## src/rtl/instruction_fetch_if.sv

```systemverilog
// instruction_fetch_if: memory read port and decode handshake of the fetch stage
interface instruction_fetch_if #(
  parameter int ADDR_W = 16,
  parameter int DATA_W = 32
);
  logic              run;
  logic              redirect_valid;
  logic [ADDR_W-1:0] redirect_pc;
  logic              mem_rd;
  logic              mem_wn;
  logic [ADDR_W-1:0] mem_address;
  logic [DATA_W-1:0] mem_read_data;
  logic              instr_valid;
  logic              instr_ready;
  logic [DATA_W-1:0] instr;
  logic [ADDR_W-1:0] instr_pc;
  modport master (
    input  run, redirect_valid, redirect_pc, mem_read_data, instr_ready,
    output mem_rd, mem_wn, mem_address, instr_valid, instr, instr_pc
  );
  modport slave (
    output run, redirect_valid, redirect_pc, mem_read_data, instr_ready,
    input  mem_rd, mem_wn, mem_address, instr_valid, instr, instr_pc
  );
endinterface

```

## src/rtl/instruction_fetch.sv

```systemverilog
// instruction_fetch: PC owner issuing one-cycle-latency word reads into a 2-entry instruction buffer
module instruction_fetch #(
  parameter int ADDR_W = 16,
  parameter int DATA_W = 32,
  parameter logic [ADDR_W-1:0] RESET_PC = '0
) (
  input logic clk,
  input logic reset_n,
  instruction_fetch_if.master bus
);
  logic [ADDR_W-1:0]      pc_q, pc_d, pend_pc_q;
  logic                   pend_q;
  logic [1:0]             occ_q, occ_d;
  logic [1:0][DATA_W-1:0] dat_q, dat_d;
  logic [1:0][ADDR_W-1:0] tag_q, tag_d;
  logic                   redir, pop, push, issue, wp;
  logic [2:0]             cnt;
  always_comb begin
    redir = bus.redirect_valid;
    pop   = (occ_q != 2'd0) & bus.instr_ready & ~redir;
    push  = pend_q & ~redir;
    cnt   = 3'(occ_q) + 3'(pend_q) - 3'(pop);
    // buffered plus in-flight never exceeds two, so a push always finds a free slot
    issue = reset_n & bus.run & ~redir & (cnt < 3'd2);
    pc_d  = redir ? bus.redirect_pc : issue ? pc_q + ADDR_W'(1) : pc_q;
    occ_d = redir ? 2'd0 : occ_q + 2'(push) - 2'(pop);
    wp    = occ_q[0] ^ pop;
    dat_d = dat_q;
    tag_d = tag_q;
    if (pop) begin
      dat_d[0] = dat_q[1];
      tag_d[0] = tag_q[1];
    end
    if (push) begin
      dat_d[wp] = bus.mem_read_data;
      tag_d[wp] = pend_pc_q;
    end
  end
  always_ff @(posedge clk) begin
    if (!reset_n) begin
      pc_q      <= RESET_PC;
      pend_q    <= 1'b0;
      pend_pc_q <= '0;
      occ_q     <= 2'd0;
      dat_q     <= '0;
      tag_q     <= '0;
    end else begin
      pc_q      <= pc_d;
      pend_q    <= issue;
      pend_pc_q <= pc_q;
      occ_q     <= occ_d;
      dat_q     <= dat_d;
      tag_q     <= tag_d;
    end
  end
  assign bus.mem_rd      = issue;
  assign bus.mem_wn      = 1'b0;
  assign bus.mem_address = pc_q;
  assign bus.instr_valid = occ_q != 2'd0;
  assign bus.instr       = bus.instr_valid ? dat_q[0] : '0;
  assign bus.instr_pc    = bus.instr_valid ? tag_q[0] : '0;
endmodule

```

## src/flat_wrapper.sv

```systemverilog
// flat-port wrapper written by rule: the top's interface ports become plain ports
module instruction_fetch_flat 
#(
  parameter int ADDR_W = 16,
  parameter int DATA_W = 32,
  parameter logic [ADDR_W-1:0] RESET_PC = '0
)
  (clk, reset_n, bus_run, bus_redirect_valid, bus_redirect_pc, bus_mem_read_data, bus_instr_ready, bus_mem_rd, bus_mem_wn, bus_mem_address, bus_instr_valid, bus_instr, bus_instr_pc);
  instruction_fetch_if #(.ADDR_W(ADDR_W), .DATA_W(DATA_W)) bus_i ();
  input logic clk;
  input logic reset_n;
  input wire logic [$bits(bus_i.run)-1:0] bus_run;
  input wire logic [$bits(bus_i.redirect_valid)-1:0] bus_redirect_valid;
  input wire logic [$bits(bus_i.redirect_pc)-1:0] bus_redirect_pc;
  input wire logic [$bits(bus_i.mem_read_data)-1:0] bus_mem_read_data;
  input wire logic [$bits(bus_i.instr_ready)-1:0] bus_instr_ready;
  output wire logic [$bits(bus_i.mem_rd)-1:0] bus_mem_rd;
  output wire logic [$bits(bus_i.mem_wn)-1:0] bus_mem_wn;
  output wire logic [$bits(bus_i.mem_address)-1:0] bus_mem_address;
  output wire logic [$bits(bus_i.instr_valid)-1:0] bus_instr_valid;
  output wire logic [$bits(bus_i.instr)-1:0] bus_instr;
  output wire logic [$bits(bus_i.instr_pc)-1:0] bus_instr_pc;
  assign bus_i.run = bus_run;
  assign bus_i.redirect_valid = bus_redirect_valid;
  assign bus_i.redirect_pc = bus_redirect_pc;
  assign bus_i.mem_read_data = bus_mem_read_data;
  assign bus_i.instr_ready = bus_instr_ready;
  assign bus_mem_rd = bus_i.mem_rd;
  assign bus_mem_wn = bus_i.mem_wn;
  assign bus_mem_address = bus_i.mem_address;
  assign bus_instr_valid = bus_i.instr_valid;
  assign bus_instr = bus_i.instr;
  assign bus_instr_pc = bus_i.instr_pc;
  instruction_fetch #(.ADDR_W(ADDR_W), .DATA_W(DATA_W), .RESET_PC(RESET_PC)) u_core (.clk(clk), .reset_n(reset_n), .bus(bus_i));
endmodule
```

## config.mk

```make
export PLATFORM = sky130hd
export DESIGN_NAME = instruction_fetch_flat
export DESIGN_NICKNAME = d
export VERILOG_FILES = /design/src/rtl/instruction_fetch_if.sv /design/src/rtl/instruction_fetch.sv /design/src/flat_wrapper.sv
export SDC_FILE = /design/constraint.sdc
export NUM_CORES = 1
export LEC_CHECK = 0
export BUFFER_PORTS_ARGS = -buffer_cell sky130_fd_sc_hd__buf_2
export CORE_AREA = 2 2 102 104
export DETAILED_ROUTE_END_ITERATION = 6
export DIE_AREA = 0 0 104 106
export PLACE_DENSITY = 0.84
export SLEW_MARGIN = 25
export SYNTH_ARGS = -nofsm -noshare
export SYNTH_HDL_FRONTEND = slang
export SYNTH_SLANG_ARGS = --single-unit
```

## constraint.sdc

```tcl
create_clock -name clk -period 6.5 [get_ports clk]
set_clock_uncertainty 0.05 [all_clocks]
set_input_delay 0.325 -clock clk [delete_from_list [all_inputs] [get_ports clk]]
set_output_delay 0.325 -clock clk [all_outputs]
set_load 0.03 [all_outputs]
```

==> results.md, run 1 <==
- Leak: 0.00282 µW
- Max transition margin: 30.4%
- Max Slew Vio Count: 0
- FFs w/ async S/R, synth: 0%
- CP Launch Type: flip-flop
- Top routing layer used: met4
- Status: finished clean
- Crit-path slowest cell: fa_1
- Avg Inst Size Synth: 9.52 µm²
- CP required: 6.12 ns
- Min Clock Period, post-route: 3.65 ns
- CP endpoint kind: primary output
- Layout cells sized above 1: 23.5%
- Seq cells post-synth: 131
- Sinks on Clock Net: 131
- Final-layout fill cell count: 756
- First-pass GRT wire length: 21.2 mm
- All-Layer GR Usage: 23.5%
- Syn nets: 661
- DR WL met3: 661 µm
- Cell Chain, Critical Path: nor2_1 > nor3_1 > o21ai_0 > fa_1 > and4b_1 > nand2_1 > inv_2 > buf_2
- Initial DRC Count: 208
- Worst reg2reg setup slack: 3.38 ns
- CP Max Fanout: 14
- HPWL Detailed: 8.09 mm
- Hold Vio Cnt, Final: 0
- Initial core utilization: 57.6%
- Clock buffer depth: 2
- Gr ovfl total: 0
- Post-CTS setup buffer count: 0
- Die H: 106 µm
- Maxcap violations: 0
- Worst vdd ir: 0.152 mV
- Power Density: 289 nW/µm²
- Part of the Yosys area used for sequential elements: 45.5%
- Antenna Nets Post-Route: 0
- CP arrival: 3.27 ns
- Fmax: 274 MHz
- RSZ-0062 raised after global routing: no
- Die area: 11000 µm²
- DR vias: 4709
- CTS root buf: clkbuf_8
- Io pins: 120
- Crit share post-route: 56.1%
- Total number of yosys warnings: 0
- Final wirelength: 12.9 mm
- FP Rows: 37
- DRT Pass-1 Iters: 4
- Layout Nets: 759
- Met1 wire length: 5.54 mm
- CP max stage delay: 0.53 ns
- Num CTS Buffers: 17
- Post-synth EDFFs: 0
- Predominant post-synthesis flop cell: dfxtp_1
- Critical path class: reg2out
- Initial antenna violation count: 0
- Setup TNS: 0 ns
- Cell area after synthesis: 5760 µm²
- Number of global-route vias before repair: 4627
- RePlAce Congestion: 0.904
- Drt drc: 0
- Core Footprint: 10000 µm²
- Synth-to-Final Area Change: 22.5%
- CTS H-tree lvls: 4
- Clock transition at the registers of the reported paths: 0.06 ns
- Setup ws final: 2.85 ns
- Largest net degree at the start of global routing: 97
- Routed length on met2: 6.56 mm
- Clk_lat worst skew: 0.51 ns
- Post-synth cell types: 52
- Worst-margin pin slew: 1.04 ns
- Port Buffers: 118
- Post-DR wirelength/cell: 15.1 µm
- Final setup violation count: 0
- N_diodes: 0
- CTS tree: built
- Hold Crit Class: in2reg
- Synthesized instance count: 605
- Vias/cell: 5.53
- Die W: 104 µm
- Setup slack at placement: 3.27 ns
-- synth_stat cells, types with 3 or more instances --
| library cell | instances | share of area [%] |
|---|---|---|
| o211ai_1 | 4 | 0.52 |
| nand3_1 | 8 | 0.70 |
| o21ai_0 | 5 | 0.43 |
| and2_1 | 65 | 7.1 |
| a31oi_1 | 10 | 1.1 |
| nand4_1 | 3 | 0.33 |
| mux2i_1 | 97 | 17 |
| a211oi_2 | 10 | 2.2 |
| a21oi_1 | 3 | 0.26 |
| or3_1 | 3 | 0.33 |
| xnor2_1 | 4 | 0.61 |
| buf_2 | 13 | 1.1 |
| a211oi_1 | 39 | 5.1 |
| inv_1 | 7 | 0.46 |
| and3_1 | 3 | 0.33 |
| nand2_1 | 21 | 1.4 |
| dfxtp_1 | 131 | 46 |
| clkbuf_1 | 26 | 1.7 |
| buf_4 | 4 | 0.52 |
| nor3_1 | 5 | 0.43 |
| nor2_1 | 104 | 6.8 |
-- placed cells by master, fill, tap and decap left out, types with 6 or more instances in the layout --
cell,Yosys,routed
nand2_1,21,21
a211oi_1,39,39
nor2_1,104,104
inv_1,7,6
clkbuf_16,0,16
bufinv_16,0,7
buf_2,13,118
a211oi_2,10,10
a31oi_1,10,10
mux2i_1,97,97
and2_1,65,65
nand3_1,8,8
dfxtp_1,131,131
-- power by group --
group	internal (µW)	switching, µW
combinational	39.8	67.2
sequential	825	18.1
clock	760	326
-- sequential cells by signal, summed over array words and instances, names as in the netlist --
signal	cells
u_core.pend_pc_q	16
u_core.bus.mem_address	16
u_core.pend_q	1
u_core.dat_q	64
u_core.tag_q	32
u_core.occ_q	2
-- cells by family after synthesis --
family / share of synthesized area (%)
and+or+nand+nor: 19.7
DFF: 45.5
muxes: 16.9
AOI/OAI and AO/OA: 11.8
buffers and inverters: 4.26
xor gates and xnor gates: 1.04
adders and majority gates: 0.782
other: 0.0651
-- path summary, 6_finish.rpt --
kind	to	start	depth (start not counted)
worst max-delay path	bus_mem_rd	u_core.occ_q[1]	8
worst min-delay path	u_core.dat_q[40]	bus_mem_read_data[8]	3
worst max register to register	u_core.bus.mem_address[5]	u_core.occ_q[1]	8
worst min register to register	u_core.tag_q[25]	u_core.pend_pc_q[9]	2
-- timing repair --
action,CTS,global route
hold buffers,1,0
hold endpoints to repair,1,0
resized for setup,0,0
-- routing by layer --
layer | vias to the layer above | GRT usage, %
met3 | 17 | 5.09
met5 | - | 0
met1 | 2236 | 28.0
met2 | 150 | 41.2
li1 | 2306 | -
met4 | 0 | 9.65
-- worst max-delay path: cells and delay by family, from the launching register on --
kind | cells | cell delay [ns]
and+or+nand+nor | 4 | 1.07
buffers and inverters | 2 | 0.50
DFF | 1 | 0.49
AOI/OAI and AO/OA | 1 | 0.17
adders and majority gates | 1 | 0.53
-- per-stage QoR --
stage                     utilization (%)  power (µW)  hold slack [ns]  instances  area [µm²]
after floorplan                         -         924            0.410        605        5760
after global placement               63.6         959            0.421        819        6360
after detailed placement             63.6         965            0.431        819        6360
after CTS                            70.5        2050          0.00249        852        7050
after global routing                 70.5        2100           0.0232        852        7050
final                                70.5        2040           0.0251        852        7050
-- final cells by class --
class | instances | area (µm²) | area share, %
well taps | 136 | 170 | 2.41
clock buffers | 23 | 457 | 6.48
clock inverters | 9 | 224 | 3.18
repair buffers | 124 | 638 | 9.05
multi-input cells | 421 | 2910 | 41.3
flip-flops and latches | 131 | 2620 | 37.2
inverters | 8 | 31.3 | 0.443
No activity file was read; power rests on OpenSTA's default activity.
==> run 2: changes to the inputs <==
Settings changed: ABC_AREA from default to 1, CORE_AREA 2 2 102 104 to 2 2 109 111, DIE_AREA 0 0 104 106 to 0 0 111 113, PLACE_DENSITY 0.84 to 0.8.
Clock period 6.5 ns to 3.6 ns, I/O delays scaled along.
==> run 2 against run 1 <==
Worst setup slack lost 2.3 ns; core utilization is 1.7 points lower; flip-flop and latch count did not move; sequential power rose by 80%; synthesized area grew 9.0%; largest power group unchanged; largest cell class unchanged; die area up 14%.
==> results.md, run 2 <==
- Initial core utilization: 55.7% (-1.9 points)
- CP endpoint kind: primary output
- Fmax: 333 MHz
- Commonest cells post-synth: nand2_1 (225), nor2_1 (209), inv_1 (176), dfxtp_1 (131), o21ai_0 (102)
- RR Startpoint: u_core.occ_q[0]
- Worst vdd ir: 0.261 mV (+72%)
- Min Clock Period, post-route: 3.01 ns
- First-pass GRT wire length: 25.0 mm (+18%)
- Switching Fraction: 23.7% (+3.5 points)
- Clk_lat worst skew: 0.42 ns (-0.09 ns)
- Placed cell count: 1212 (+48%)
- Power Density: 451 nW/µm² (+56%)
- Crit share post-route: 83.5%
- Hold Vio Cnt, Final: 0 (unchanged)
- Post-CTS setup buffer count: 0 (unchanged)
- CP top delay family: simple AND/OR/NAND/NOR gates
- Maxcap violations: 0 (unchanged)
- Sinks on Clock Net: 131 (unchanged)
- Max reg flops: 64 (unchanged)
- Final wirelength: 14.7 mm (+14%)
- Cell Chain, Critical Path: inv_1 > nand2_2 > nand2_2 > nor2_1 > o21ai_0 > fa_1 > nand2_1 > nand3_1 > nor2_1 > buf_4 > buf_2
- FP Rows: 39 (+5.4%)
- Initial DRC Count: 467 (+120%)
- Max transition margin: 33.3% (+2.9 points)
- Clock network power share: 48.7% (-4.6 points)
- Predominant post-synthesis flop cell: dfxtp_1
- Post-route cell area: 7760 µm² (+10%)
- Die W: 111 µm (+6.7%)
- Total power: 3500 µW (+72%)
- CTS root buf: clkbuf_16
- Layout Nets: 1176 (+55%)
- Drt drc: 0 (unchanged)
- Critical hold path startpoint: bus_redirect_pc[3]
- RePlAce Congestion: 0.861 (-4.7%)
- Most flops, register: u_core.dat_q
- Synthesized instance count: 1000 (+65%)
- Synth area leaders: dfxtp_1 (42%), nand2_1 (13%), nor2_1 (13%)
- WHS Endpoint: u_core.bus.mem_address[3]
- Largest net degree at the start of global routing: 97 (unchanged)
- Die H: 113 µm (+6.6%)
- Most frequent cells in the layout: nand2_1 (225), nor2_1 (209), inv_1 (174), dfxtp_1 (131), buf_2 (117)
- All-Layer GR Usage: 24.1% (+0.59 points)
- Post-synth cell types: 27 (-48%)
- P_int: 2670 µW (+64%)
- Total number of yosys warnings: 0 (unchanged)
- Fin cells: 1276 (+50%)
- CTS tree: built
- Post-synth EDFFs: 0 (unchanged)
- Gr ovfl total: 0 (unchanged)
- Worst-margin pin slew: 1.00 ns (-0.0441 ns)
- RR Endpoint: u_core.dat_q[37]
- Clock buffer depth: 2 (unchanged)
- Clock transition at the registers of the reported paths: 0.05 ns (about the same)
- Final setup violation count: 0 (unchanged)
- Avg Inst Size Synth: 6.27 µm² (-34%)
- Most common cell in the synthesized netlist: nand2_1
- HPWL Detailed: 8.77 mm (+8.5%)
- DRT Pass-1 Iters: 5 (+1)
- Yosys top cell area share: 41.8% (-3.7 points)
- Die area: 12500 µm² (+14%)
- Critical path class: reg2out
- Part of the Yosys area used for sequential elements: 41.8% (-3.7 points)
- R2r worst-path depth: 10 (+2)
- N_diodes: 0 (unchanged)
- Buf+Inv Stages, Crit Path: 3 (+1)
- Synth-to-Final Area Change: 23.7%
- Number of global-route vias before repair: 5438 (+18%)
- Worst reg2reg setup slack: 0.77 ns (-2.61 ns)
- Setup TNS: 0 ns (unchanged)
- FFs w/ async S/R, synth: 0% (unchanged)
- Max Slew Vio Count: 0 (unchanged)
- Crit-path slowest cell: fa_1
- Vias/cell: 4.84 (-12%)
- Total net switching power: 831 µW (+100%)
- Antenna Nets Post-Route: 0 (unchanged)
- Io pins: 120 (unchanged)
- CP required: 3.37 ns (-2.75 ns)
- Port Buffers: 118 (unchanged)
- DR vias: 6177 (+31%)
- Synth area leader: dfxtp_1
- Layout cells sized above 1: 14.3% (-9.2 points)
- CP Max Fanout: 19 (+5)
- Hold Crit Depth: 5 (+2)
- Cell area after synthesis: 6270 µm² (+9.0%)
- Core Footprint: 11300 µm² (+13%)
- CP arrival: 2.78 ns (-0.49 ns)
- Reg power frac: 43.5% (+2.1 points)
- CP max stage delay: 0.44 ns (-0.09 ns)
- Post-Place Cell Area: 6840 µm² (+7.5%)
- Setup ws final: 0.593 ns (-2.26 ns)
- Leak: 0.00386 µW (+37%)
- Seq cells post-synth: 131 (unchanged)
- CP startpoint: u_core.occ_q[0]
- Combinational Power Share: 7.8% (+2.5 points)
- Syn nets: 1056 (+60%)
- CTS H-tree lvls: 4 (unchanged)
- Hold Crit Class: in2reg
- Regs by FF count: u_core.dat_q: 64 flops, u_core.tag_q: 32 flops
- Final-layout fill cell count: 978 (+29%)
- Setup slack at placement: 0.757 ns (-2.51 ns)
- Num CTS Buffers: 17 (unchanged)
- Status: finished clean
- CP Launch Type: flip-flop
- Initial antenna violation count: 0 (unchanged)
- RSZ-0062 raised after global routing: no
- Post-DR wirelength/cell: 11.6 µm (-24%)
- Commonest non-fill, non-tap cell in the layout: nand2_1
## run 2: cell type report
type	instances	area [µm²]	share of cell area, %
multi-input cells	636	2720	35.1
inverters	178	668	8.61
clock inverters	12	131	1.69
well taps	143	179	2.31
repair buffers	156	971	12.5
flip-flops and latches	131	2620	33.8
clock buffers	20	467	6.02
## run 2: metal layers
metal	global-route usage, %	up-vias	wire (µm)
met5	0	-	0
met4	8.17	0	240
li1	-	3236	-
met2	40.3	202	7140
met1	31.0	2719	6530
met3	5.46	20	828
## run 2: logic make-up (layout without fill, tap and decap cells)
kind of cell	count (synthesis)	count (layout)	share of synthesized area, %
compound gates	147	147	12.0
other cells	1	1	0.0598
flops	131	131	41.8
buf+inv	233	366	14.9
fa+ha+maj	3	3	0.718
xor+xnor	3	3	0.539
simple gates	482	482	30.0
## run 2: how the worst max path moves through the flow
stage	cells after the start	slack, ns	to
after global routing	11	0.30	bus_mem_rd
final	11	0.59	bus_mem_rd
after CTS	11	0.56	bus_mem_rd
after detailed placement	10	0.76	u_core.tag_q[23]
after global placement	10	0.81	u_core.tag_q[28]
after floorplan	12	0.86	u_core.bus.mem_address[10]
## run 2: power groups by stage
stage                     clock network (µW)  logic, µW  registers (µW)
after floorplan                            0        150            1570
after global placement                     0        239            1550
after detailed placement                   0        242            1550
after CTS                               1720        271            1520
after global routing                    1790        309            1530
final                                   1700        273            1520
## run 2: worst register-to-register path, stage by stage (launching register included)
cell and delay (ns):
dfxtp_1 0.41, inv_1 0.07, nand2_2 0.09, nand2_2 0.21
xor2_2 0.24, inv_1 0.08, ha_1 0.62, inv_2 0.37
buf_12 0.29, o21ai_0 0.22, a21oi_1 0.06
## run 2: repair_timing
action | in CTS | in global routing
gates resized for setup | 0 | 0
hold buffers | 32 | 0
endpoints found under the hold margin | 53 | 0
## run 2: per-stage QoR
| stage | hold slack (ns) | util [%] |
|---|---|---|
| 2_1_floorplan | 0.265 | - |
| 3_3_place_gp | 0.373 | 60.7 |
| 3_5_place_dp | 0.377 | 60.7 |
| 4_1_cts | 0.00734 | 68.8 |
| 5_1_grt | 0.0263 | 68.8 |
| 6_report | 0.0156 | 68.8 |
